==> config.mk <==
export PLATFORM = sky130hd
export DESIGN_NAME = game_flow_controller
export DESIGN_NICKNAME = d
export VERILOG_FILES = /design/src/rtl/game_pkg.sv /design/src/rtl/button_sync_edge.sv /design/src/rtl/game_flow_controller.sv
export SDC_FILE = /design/constraint.sdc
export NUM_CORES = 1
export LEC_CHECK = 0
export CAP_MARGIN = 25
export CORE_MARGIN = 3
export CORE_UTILIZATION = 51
export CTS_CLUSTER_SIZE = 20
export DETAILED_ROUTE_END_ITERATION = 6
export GPL_TIMING_DRIVEN = 0
export PLACE_DENSITY = 0.69
export SYNTH_ARGS = -nofsm -noshare
export SYNTH_HDL_FRONTEND = slang
export SYNTH_SLANG_ARGS = --single-unit
==> constraint.sdc <==
create_clock -name vga_clock -period 5.5 [get_ports vga_clock]
set_input_delay 0.55 -clock vga_clock [delete_from_list [all_inputs] [get_ports vga_clock]]
set_output_delay 0.55 -clock vga_clock [all_outputs]
set_load 0.01 [all_outputs]
==> src/rtl/game_pkg.sv <==
// Shared game-flow types and defaults; the overlay and LED logic import game_state_t from here.
package game_pkg;

  localparam int unsigned DEFAULT_NUM_LEVELS  = 3;
  localparam int unsigned DEFAULT_LEVEL_W     = 2;
  localparam int unsigned DEFAULT_START_LIVES = 3;
  localparam int unsigned DEFAULT_HOLD_CYCLES = 50_000_000;

  typedef enum logic [2:0] {
    ST_TITLE     = 3'd0,
    ST_PLAY      = 3'd1,
    ST_WIN_HOLD  = 3'd2,
    ST_LOSE_HOLD = 3'd3,
    ST_GAME_OVER = 3'd4,
    ST_COMPLETE  = 3'd5
  } game_state_t;

  function automatic logic is_hold(input game_state_t s);
    return (s == ST_WIN_HOLD) || (s == ST_LOSE_HOLD);
  endfunction

endpackage

==> src/rtl/button_sync_edge.sv <==
// Two-flop synchronizer for a raw board button plus a registered one-cycle rising-edge pulse.
module button_sync_edge (
  input  logic vga_clock,
  input  logic reset,
  input  logic button,
  output logic pulse
);

  logic sync_1;
  logic sync_2;
  logic sync_2_d;

  always_ff @(posedge vga_clock or negedge reset) begin
    if (!reset) begin
      sync_1   <= 1'b0;
      sync_2   <= 1'b0;
      sync_2_d <= 1'b0;
      pulse    <= 1'b0;
    end else begin
      sync_1   <= button;
      sync_2   <= sync_1;
      sync_2_d <= sync_2;
      pulse    <= sync_2 & ~sync_2_d;
    end
  end

endmodule

==> src/rtl/game_flow_controller.sv <==
// Game sequencer: title/play/hold/end screens, live-level selection and per-level resets.
// Define GAME_LIVES_EN to keep a lives counter; without it every lost level ends the game.
module game_flow_controller
  import game_pkg::*;
#(
  parameter int unsigned NUM_LEVELS  = DEFAULT_NUM_LEVELS,
  parameter int unsigned LEVEL_W     = DEFAULT_LEVEL_W,
  parameter int unsigned START_LIVES = DEFAULT_START_LIVES,
  parameter int unsigned HOLD_CYCLES = DEFAULT_HOLD_CYCLES
) (
  input  logic                  vga_clock,
  input  logic                  reset,
  input  logic                  start_button,
  input  logic                  level_win,
  input  logic                  level_lose,
  output logic [NUM_LEVELS-1:0] level_reset_n,
  output logic [LEVEL_W-1:0]    level_sel,
  output logic [2:0]            game_state,
  output logic [2:0]            lives,
  output logic                  hold_active
);

  localparam int unsigned HOLD_W = (HOLD_CYCLES > 2) ? $clog2(HOLD_CYCLES) : 1;
  localparam logic [HOLD_W-1:0]  HOLD_LOAD  = HOLD_W'(HOLD_CYCLES - 1);
  localparam logic [LEVEL_W-1:0] LAST_LEVEL = LEVEL_W'(NUM_LEVELS - 1);

  if ((START_LIVES < 1) || (START_LIVES > 7) || (HOLD_CYCLES < 1) ||
      (NUM_LEVELS < 1) || (NUM_LEVELS > (1 << LEVEL_W))) begin : g_bad_params
    $error("game_flow_controller: illegal parameter combination");
  end

  game_state_t           state;
  game_state_t           state_d;
  logic [LEVEL_W-1:0]    level_sel_d;
  logic [HOLD_W-1:0]     hold_cnt;
  logic [HOLD_W-1:0]     hold_cnt_d;
  logic [NUM_LEVELS-1:0] level_reset_n_d;
  logic                  start_pulse;
  logic                  hold_done;

`ifdef GAME_LIVES_EN
  logic [2:0] lives_d;
`endif

  button_sync_edge u_start_sync (
    .vga_clock (vga_clock),
    .reset     (reset),
    .button    (start_button),
    .pulse     (start_pulse)
  );

  assign hold_done = (hold_cnt == '0);

  // Next-state, level index, hold counter and lives
  always_comb begin
    state_d     = state;
    level_sel_d = level_sel;
    hold_cnt_d  = hold_cnt;
`ifdef GAME_LIVES_EN
    lives_d     = lives;
`endif
    case (state)
      ST_TITLE: begin
        if (start_pulse) state_d = ST_PLAY;
      end
      ST_PLAY: begin
        if (level_win) begin
          state_d    = ST_WIN_HOLD;
          hold_cnt_d = HOLD_LOAD;
        end else if (level_lose) begin
          state_d    = ST_LOSE_HOLD;
          hold_cnt_d = HOLD_LOAD;
`ifdef GAME_LIVES_EN
          if (lives != 3'd0) lives_d = lives - 3'd1;
`endif
        end
      end
      ST_WIN_HOLD: begin
        if (!hold_done) begin
          hold_cnt_d = hold_cnt - HOLD_W'(1);
        end else if (level_sel == LAST_LEVEL) begin
          state_d = ST_COMPLETE;
        end else begin
          state_d     = ST_PLAY;
          level_sel_d = level_sel + LEVEL_W'(1);
        end
      end
      ST_LOSE_HOLD: begin
        if (!hold_done) begin
          hold_cnt_d = hold_cnt - HOLD_W'(1);
        end else begin
`ifdef GAME_LIVES_EN
          state_d = (lives == 3'd0) ? ST_GAME_OVER : ST_TITLE;
`else
          state_d = ST_GAME_OVER;
`endif
        end
      end
      ST_GAME_OVER, ST_COMPLETE: begin
        if (start_pulse) begin
          state_d     = ST_TITLE;
          level_sel_d = '0;
`ifdef GAME_LIVES_EN
          lives_d     = 3'(START_LIVES);
`endif
        end
      end
      default: state_d = ST_TITLE;
    endcase
  end

  // Only the live level is released, and only while playing
  always_comb begin
    level_reset_n_d = '0;
    for (int i = 0; i < NUM_LEVELS; i++) begin
      level_reset_n_d[i] = (state_d == ST_PLAY) && (level_sel_d == LEVEL_W'(i));
    end
  end

  always_ff @(posedge vga_clock or negedge reset) begin
    if (!reset) begin
      state         <= ST_TITLE;
      level_sel     <= '0;
      hold_cnt      <= '0;
      level_reset_n <= '0;
      hold_active   <= 1'b0;
    end else begin
      state         <= state_d;
      level_sel     <= level_sel_d;
      hold_cnt      <= hold_cnt_d;
      level_reset_n <= level_reset_n_d;
      hold_active   <= is_hold(state_d);
    end
  end

`ifdef GAME_LIVES_EN
  always_ff @(posedge vga_clock or negedge reset) begin
    if (!reset) lives <= 3'(START_LIVES);
    else        lives <= lives_d;
  end
`else
  assign lives = 3'd0;
`endif

  assign game_state = state;

endmodule

Word-level counts from Yosys, hierarchy flattened

Cells that the tools add are included.

Input bits: 5
Output and inout bits: 12
Bits in registers: 39
Logic and storage cells: 53

Multiplexer cells: 16
Equality and inequality tests: 13
Bitwise logic cells: 2
Add/sub/neg operators: 2
Reductions and logical operators: 11

Operator list:

| cell                                                                   | count |
|---|---|
| 26-bit two-way mux                                                     | 3 |
| 26-bit one-hot mux with 2 select lines                                 | 1 |
| 26-bit zero test                                                       | 1 |
| 26-bit by 1-bit subtractor with 26-bit output (second input constant)  | 1 |
| 3-bit two-way mux                                                      | 7 |
| 3-bit one-hot mux with 5 select lines                                  | 1 |
| 3-bit by 2-bit equality test with 1-bit output (second input constant) | 4 |
| 3-bit by 1-bit equality test with 1-bit output (second input constant) | 2 |
| 3-bit equality test (second input constant)                            | 2 |
| 2-bit two-way mux                                                      | 3 |
| 2-bit equality test (second input constant)                            | 2 |
| 2-bit one-hot mux with 2 select lines                                  | 1 |
| 2-bit OR reduction                                                     | 2 |
| 1-bit logical AND                                                      | 3 |
| 3-bit zero test                                                        | 1 |
| 3-bit != test (second input constant)                                  | 1 |
| 3-bit AND reduction                                                    | 1 |
| 2-bit by 1-bit adder with 2-bit output (second input constant)         | 1 |
| 2-bit by 1-bit equality test with 1-bit output (second input constant) | 1 |
| 2-bit zero test                                                        | 1 |
| 2-bit != test (second input constant)                                  | 1 |
| 2-bit nonzero test                                                     | 1 |
| 1-bit bitwise AND                                                      | 1 |
| 1-bit logical OR                                                       | 1 |
| 1-bit NOT                                                              | 1 |

Longest topological paths before layout

Depth in word-level cells: 6
Gate-level depth with buffers: 9

By module

A second synthesis with hierarchy kept.

Cell total of the unflattened synthesis: 205
Area, all modules: 2010.7 um^2

Modules (own cells, without submodules):

| module               | times used | seq. area each (um^2) | cells each | area an instance (um^2) |
|---|---|---|---|---|
| game_flow_controller | 1          | 875.8                 | 200        | 1896.8 |
| button_sync_edge     | 1          | 100.1                 | 5          | 113.9 |

Worst setup path after synthesis

No wires, ideal clock.

Path type: reg-to-reg
Start point: reg hold_cnt[0]
End point: reg hold_cnt[15]
Library setup time: 0.132 ns
Data required time: 5.368 ns
Setup slack: 3.251 ns
Period minus slack after synthesis: 2.249 ns
Cell stages (with the launch flop): 9
Path buffers: 0
Arrival: 2.117 ns
Path through: dfrtp_1 > inv_1 > ha_1 > or4b_4 > nor3b_1 > o21ai_2 > o21ai_2 > nor3_1 > or3b_1

Cells in the longest elaborated chain, start to end: 3
Elaborated cells between the ends (all ways): 6
Those cells by class: 1 x add/sub; 1 x eq/ne; 2 x mux; 2 x reduce/logical

Ends and longest elaborated chain:

| what                                                                                     | line                                                                               | source |
|---|---|---|
| from (decl)                                                                              | game_flow_controller.sv:35                                                         | `logic [HOLD_W-1:0] hold_cnt;` |
| from (signal assigned)                                                                   | game_flow_controller.sv:130                                                        | `hold_cnt <= hold_cnt_d;` |
| 26-bit by 1-bit subtractor with 26-bit output / 26-bit zero test (equally long branches) | game_flow_controller.sv:80, game_flow_controller.sv:90, game_flow_controller.sv:52 |  |
| 26-bit two-way mux / 2-bit != test (equally long branches)                               | -                                                                                  |  |
| 26-bit one-hot mux with 2 select lines / 3-bit AND reduction (equally long branches)     | -                                                                                  |  |

Several ways; a longest one is shown, not always the timed one. The select of a mux whose other input is x is not followed.
A chain may end at the register's enable or synchronous reset.

Final worst setup path

Start point: reg hold_cnt[0]
End point: reg level_reset_n[2]

Cells in the longest elaborated chain, start to end: 5
Elaborated cells between the ends (all ways): 9
Those cells by class: 2 x eq/ne; 5 x mux; 2 x reduce/logical

Ends and longest elaborated chain:

| what                                                                                                  | line                        | source |
|---|---|---|
| 26-bit zero test *                                                                                    | game_flow_controller.sv:52  | `assign hold_done = (hold_cnt == '0);` |
| 3-bit two-way mux, or another cell as far along                                                       | game_flow_controller.sv:89  | `if (!hold_done) begin` |
| 3-bit one-hot mux with 5 select lines / 2-bit one-hot mux with 2 select lines (equally long branches) | game_flow_controller.sv:62  | `case (state)` |
| 3-bit by 1-bit equality test with 1-bit output / 2-bit equality test (equally long branches)          | game_flow_controller.sv:116 | `level_reset_n_d[i] = (state_d == ST_PLAY) && (level_sel_d == LEVEL_W'(i));` |
| 1-bit logical AND *                                                                                   | game_flow_controller.sv:116 |  |
| net level_reset_n_d[2]                                                                                | game_flow_controller.sv:37  | `logic [NUM_LEVELS-1:0] level_reset_n_d;` |
| to (signal assigned)                                                                                  | game_flow_controller.sv:131 | `level_reset_n <= level_reset_n_d;` |
| to (decl)                                                                                             | game_flow_controller.sv:16  | `output logic [NUM_LEVELS-1:0] level_reset_n,` |

Mark *: on every way through the listed nets, which the timed path passes. The rest lies on a longest branch.

==> results.md <==
* Status: complete, no violations
* Placed cell count at 266
* Worst vdd ir at 0.191 mV
* Share of cells above drive strength 1 at 11.1%
* Top FF cell, synth: dfrtp_1
* # rows at 22
* Final nets at 233
* Hold_sp: u_start_sync.sync_1
* Bufs on Longest Clock Path at 2
* FF-to-FF path depth at 8
* Clock group share of total power at 40.8%
* Area contributors post-synth: dfrtp_1 48%, xor2_1 5.6%, nor2_1 3.7%, o21ai_1 2.7%, nor3_1 2.5%
* Commonest non-fill, non-tap cell in the layout: dfrtp_1
* Routed Antenna Nets at 0
* Initial DRC Count at 104
* CTS Hold Bufs at 0
* Final Cell Area at 2360 sq um
* Cell area power density at 291 nW/um^2
* Sw power at 166 uW
* CP max FO at 5
* RSZ-0062 raised after global routing: false
* Total power at 689 uW
* CTS tree: yes
* Final Hold Vio Count at 0
* Worst setup SP type: register
* N_diodes at 0
* Clk_lat worst skew at 0.29 ns
* Cells after synthesis at 202
* Cell area after synthesis at 2030 sq um
* Worst reg2reg path startpoint: hold_cnt[0]
* Crit end category: register
* Vias in the first global route at 1608
* Routed Wire Length at 4420 microns
* GRT Total Usage at 19.5%
* Syn-to-layout area delta at 16.4%
* Final Max Tran Viols at 0
* Via count at 1622
* Sequential power share at 50.9%
* H-Tree Level Count at 2
* Area after detailed placement at 2230 sq um
* Die width at 69.1 microns
* Class of the worst hold path: register to register
* Gpl congestion at 0.849
* Die height at 69.1 microns
* Synth top area share at 48.1%
* Critical Path Sink: level_reset_n[2]
* CP Launch Point: hold_cnt[0]
* Achievable Freq at 394 MHz
* Reg2reg end: level_reset_n[2]
* # setup viols final at 0
* Distinct cells, synth at 46
* Resized Gates After CTS at 0
* First-pass GRT wire length at 7630 microns
* Final worst path period need at 2.54 ns
* Internal power at 522 uW
* Starting Density at 54.2%
* Post-synth EDFFs at 0
* CORE AREA at 3740 sq um
* Final Skew at 0.00795 ns
* Clock Sinks at 39
* Sw Ratio at 24.2%
* Leak at 0.000939 uW
* Die area at 4770 sq um
* Combinational share of power at 8.3%
* Mapped Avg Cell Area at 10.1 sq um
* Post-CTS Setup Bufs at 0
* Post-DP HPWL at 3100 microns
* Ys async rst share at 100%
* Crit Path Class: register to register
* Root buffer cell: clkbuf_8
* Clock slew at reported path FFs at 0.08 ns
* Tcrit/Tclk final at 46.1%
* Total I/O pin count at 17
* Mean number of vias per cell at 5.92
* R2r setup slk at 2.96 ns
* Max_cap viols at 0
* Post-route insts no fill at 274
* Largest net degree at the start of global routing at 40
* DRC violations left at 0
* Sequential area share after synthesis at 48.1%
* Wire length per cell at 16.1 microns
* Ys Warns at 0
* Critical Path RT at 5.70 ns
* Setup TNS at 0 ns
* Slew Limit Headroom at 41.8%
* CP arrival at 2.74 ns
* Final core utilization at 63.1%
* DRT Pass-1 Iters at 4
* Most frequent cells in the layout: 39 x dfrtp_1, 20 x nor2_1, 13 x xor2_1
* Num CTS Buffers at 5
* Slew @ Worst Pin at 0.873 ns
* Port Buffer Count at 13
* Synth area leader: dfrtp_1
* Initial antenna violation count at 0
* FF+latch count, synth at 39
* Total gr overflow at 0
## how the worst min path moves through the flow
stage,slack (ns),depth (start not counted),endpoint
after floorplan,0.25,0,game_state[0]
after global placement,0.34,0,u_start_sync.sync_2
after detailed placement,0.34,0,u_start_sync.sync_2
after CTS,0.36,0,u_start_sync.sync_2
after global routing,0.38,0,u_start_sync.sync_2
final,0.36,0,u_start_sync.sync_2
## per-layer routing
layer	wire [microns]	share of wire (%)	track usage, %	vias to the layer above
met2	2120	48	31.1	54
met1	1960	44	25.8	790
li1	-	-	-	768
met5	0	0	0	-
met3	278	6.3	4.66	10
met4	53	1.2	6.94	0
## cell usage after synthesis (3+ instances only)
master and instances:
a21oi_1 7, and3_1 4, buf_4 3, clkbuf_1 3
dfrtp_1 39, ha_1 3, inv_1 8, nand2_1 11
nand2b_1 4, nand3_1 3, nor2_1 20, nor3_1 10
nor3b_1 4, nor4_1 8, o211ai_1 5, o21ai_0 3
o21ai_1 11, o31ai_1 3, or3_1 7, xor2_1 13
## critical path: stages, from the launching register on
cell	delay [ns]
dfrtp_1	0.41
inv_1	0.07
ha_1	0.19
or4b_4	0.50
nand4b_4	0.18
or3_1	0.34
a311oi_2	0.33
o211ai_1	0.20
nor3b_1	0.24
## state kept, by name (all words and copies together) (netlist names)
signal / flops
u_start_sync.sync_1: 1
level_sel: 2
hold_cnt: 26
game_state: 3
level_reset_n: 3
u_start_sync.sync_2_d: 1
u_start_sync.pulse: 1
hold_active: 1
u_start_sync.sync_2: 1
## logic make-up (layout without fill, tap and decap cells)
logic type | count (synthesis) | count (layout) | synth area share, %
fa+ha+maj | 3 | 3 | 1.85
compound gates | 40 | 40 | 13.1
xor+xnor | 14 | 14 | 6.04
other cells | 1 | 3 | 0.185
buf+inv | 17 | 39 | 3.70
simple gates | 86 | 86 | 26.1
mux | 2 | 2 | 0.986
flops | 39 | 39 | 48.1
## metrics by stage
step           hold slack, ns  setup WS, ns
2_1_floorplan           0.254          3.25
3_3_place_gp            0.338          2.79
3_5_place_dp            0.341          2.75
4_1_cts                 0.365          2.98
5_1_grt                 0.377          2.75
6_report                0.360          2.96
## final cells by class
cell class	instances	area, sq um
inverters	9	33.8
repair buffers	14	133
flip-flops and latches	39	976
plain buffers	8	41.3
fillers	311	1380
clock buffers	6	72.6
multi-input cells	148	987
clock inverters	2	60.1
well taps	48	60.1
## power by group through the flow
stage / logic, uW / registers (uW) / clock network, uW
global placement: 53.4 / 351 / 0
CTS: 57.8 / 350 / 284
floorplan: 40.7 / 347 / 0
global route: 65.1 / 355 / 299
detailed placement: 56.3 / 354 / 0
finish: 57.3 / 351 / 281
Power figures use the tool's default switching activity.
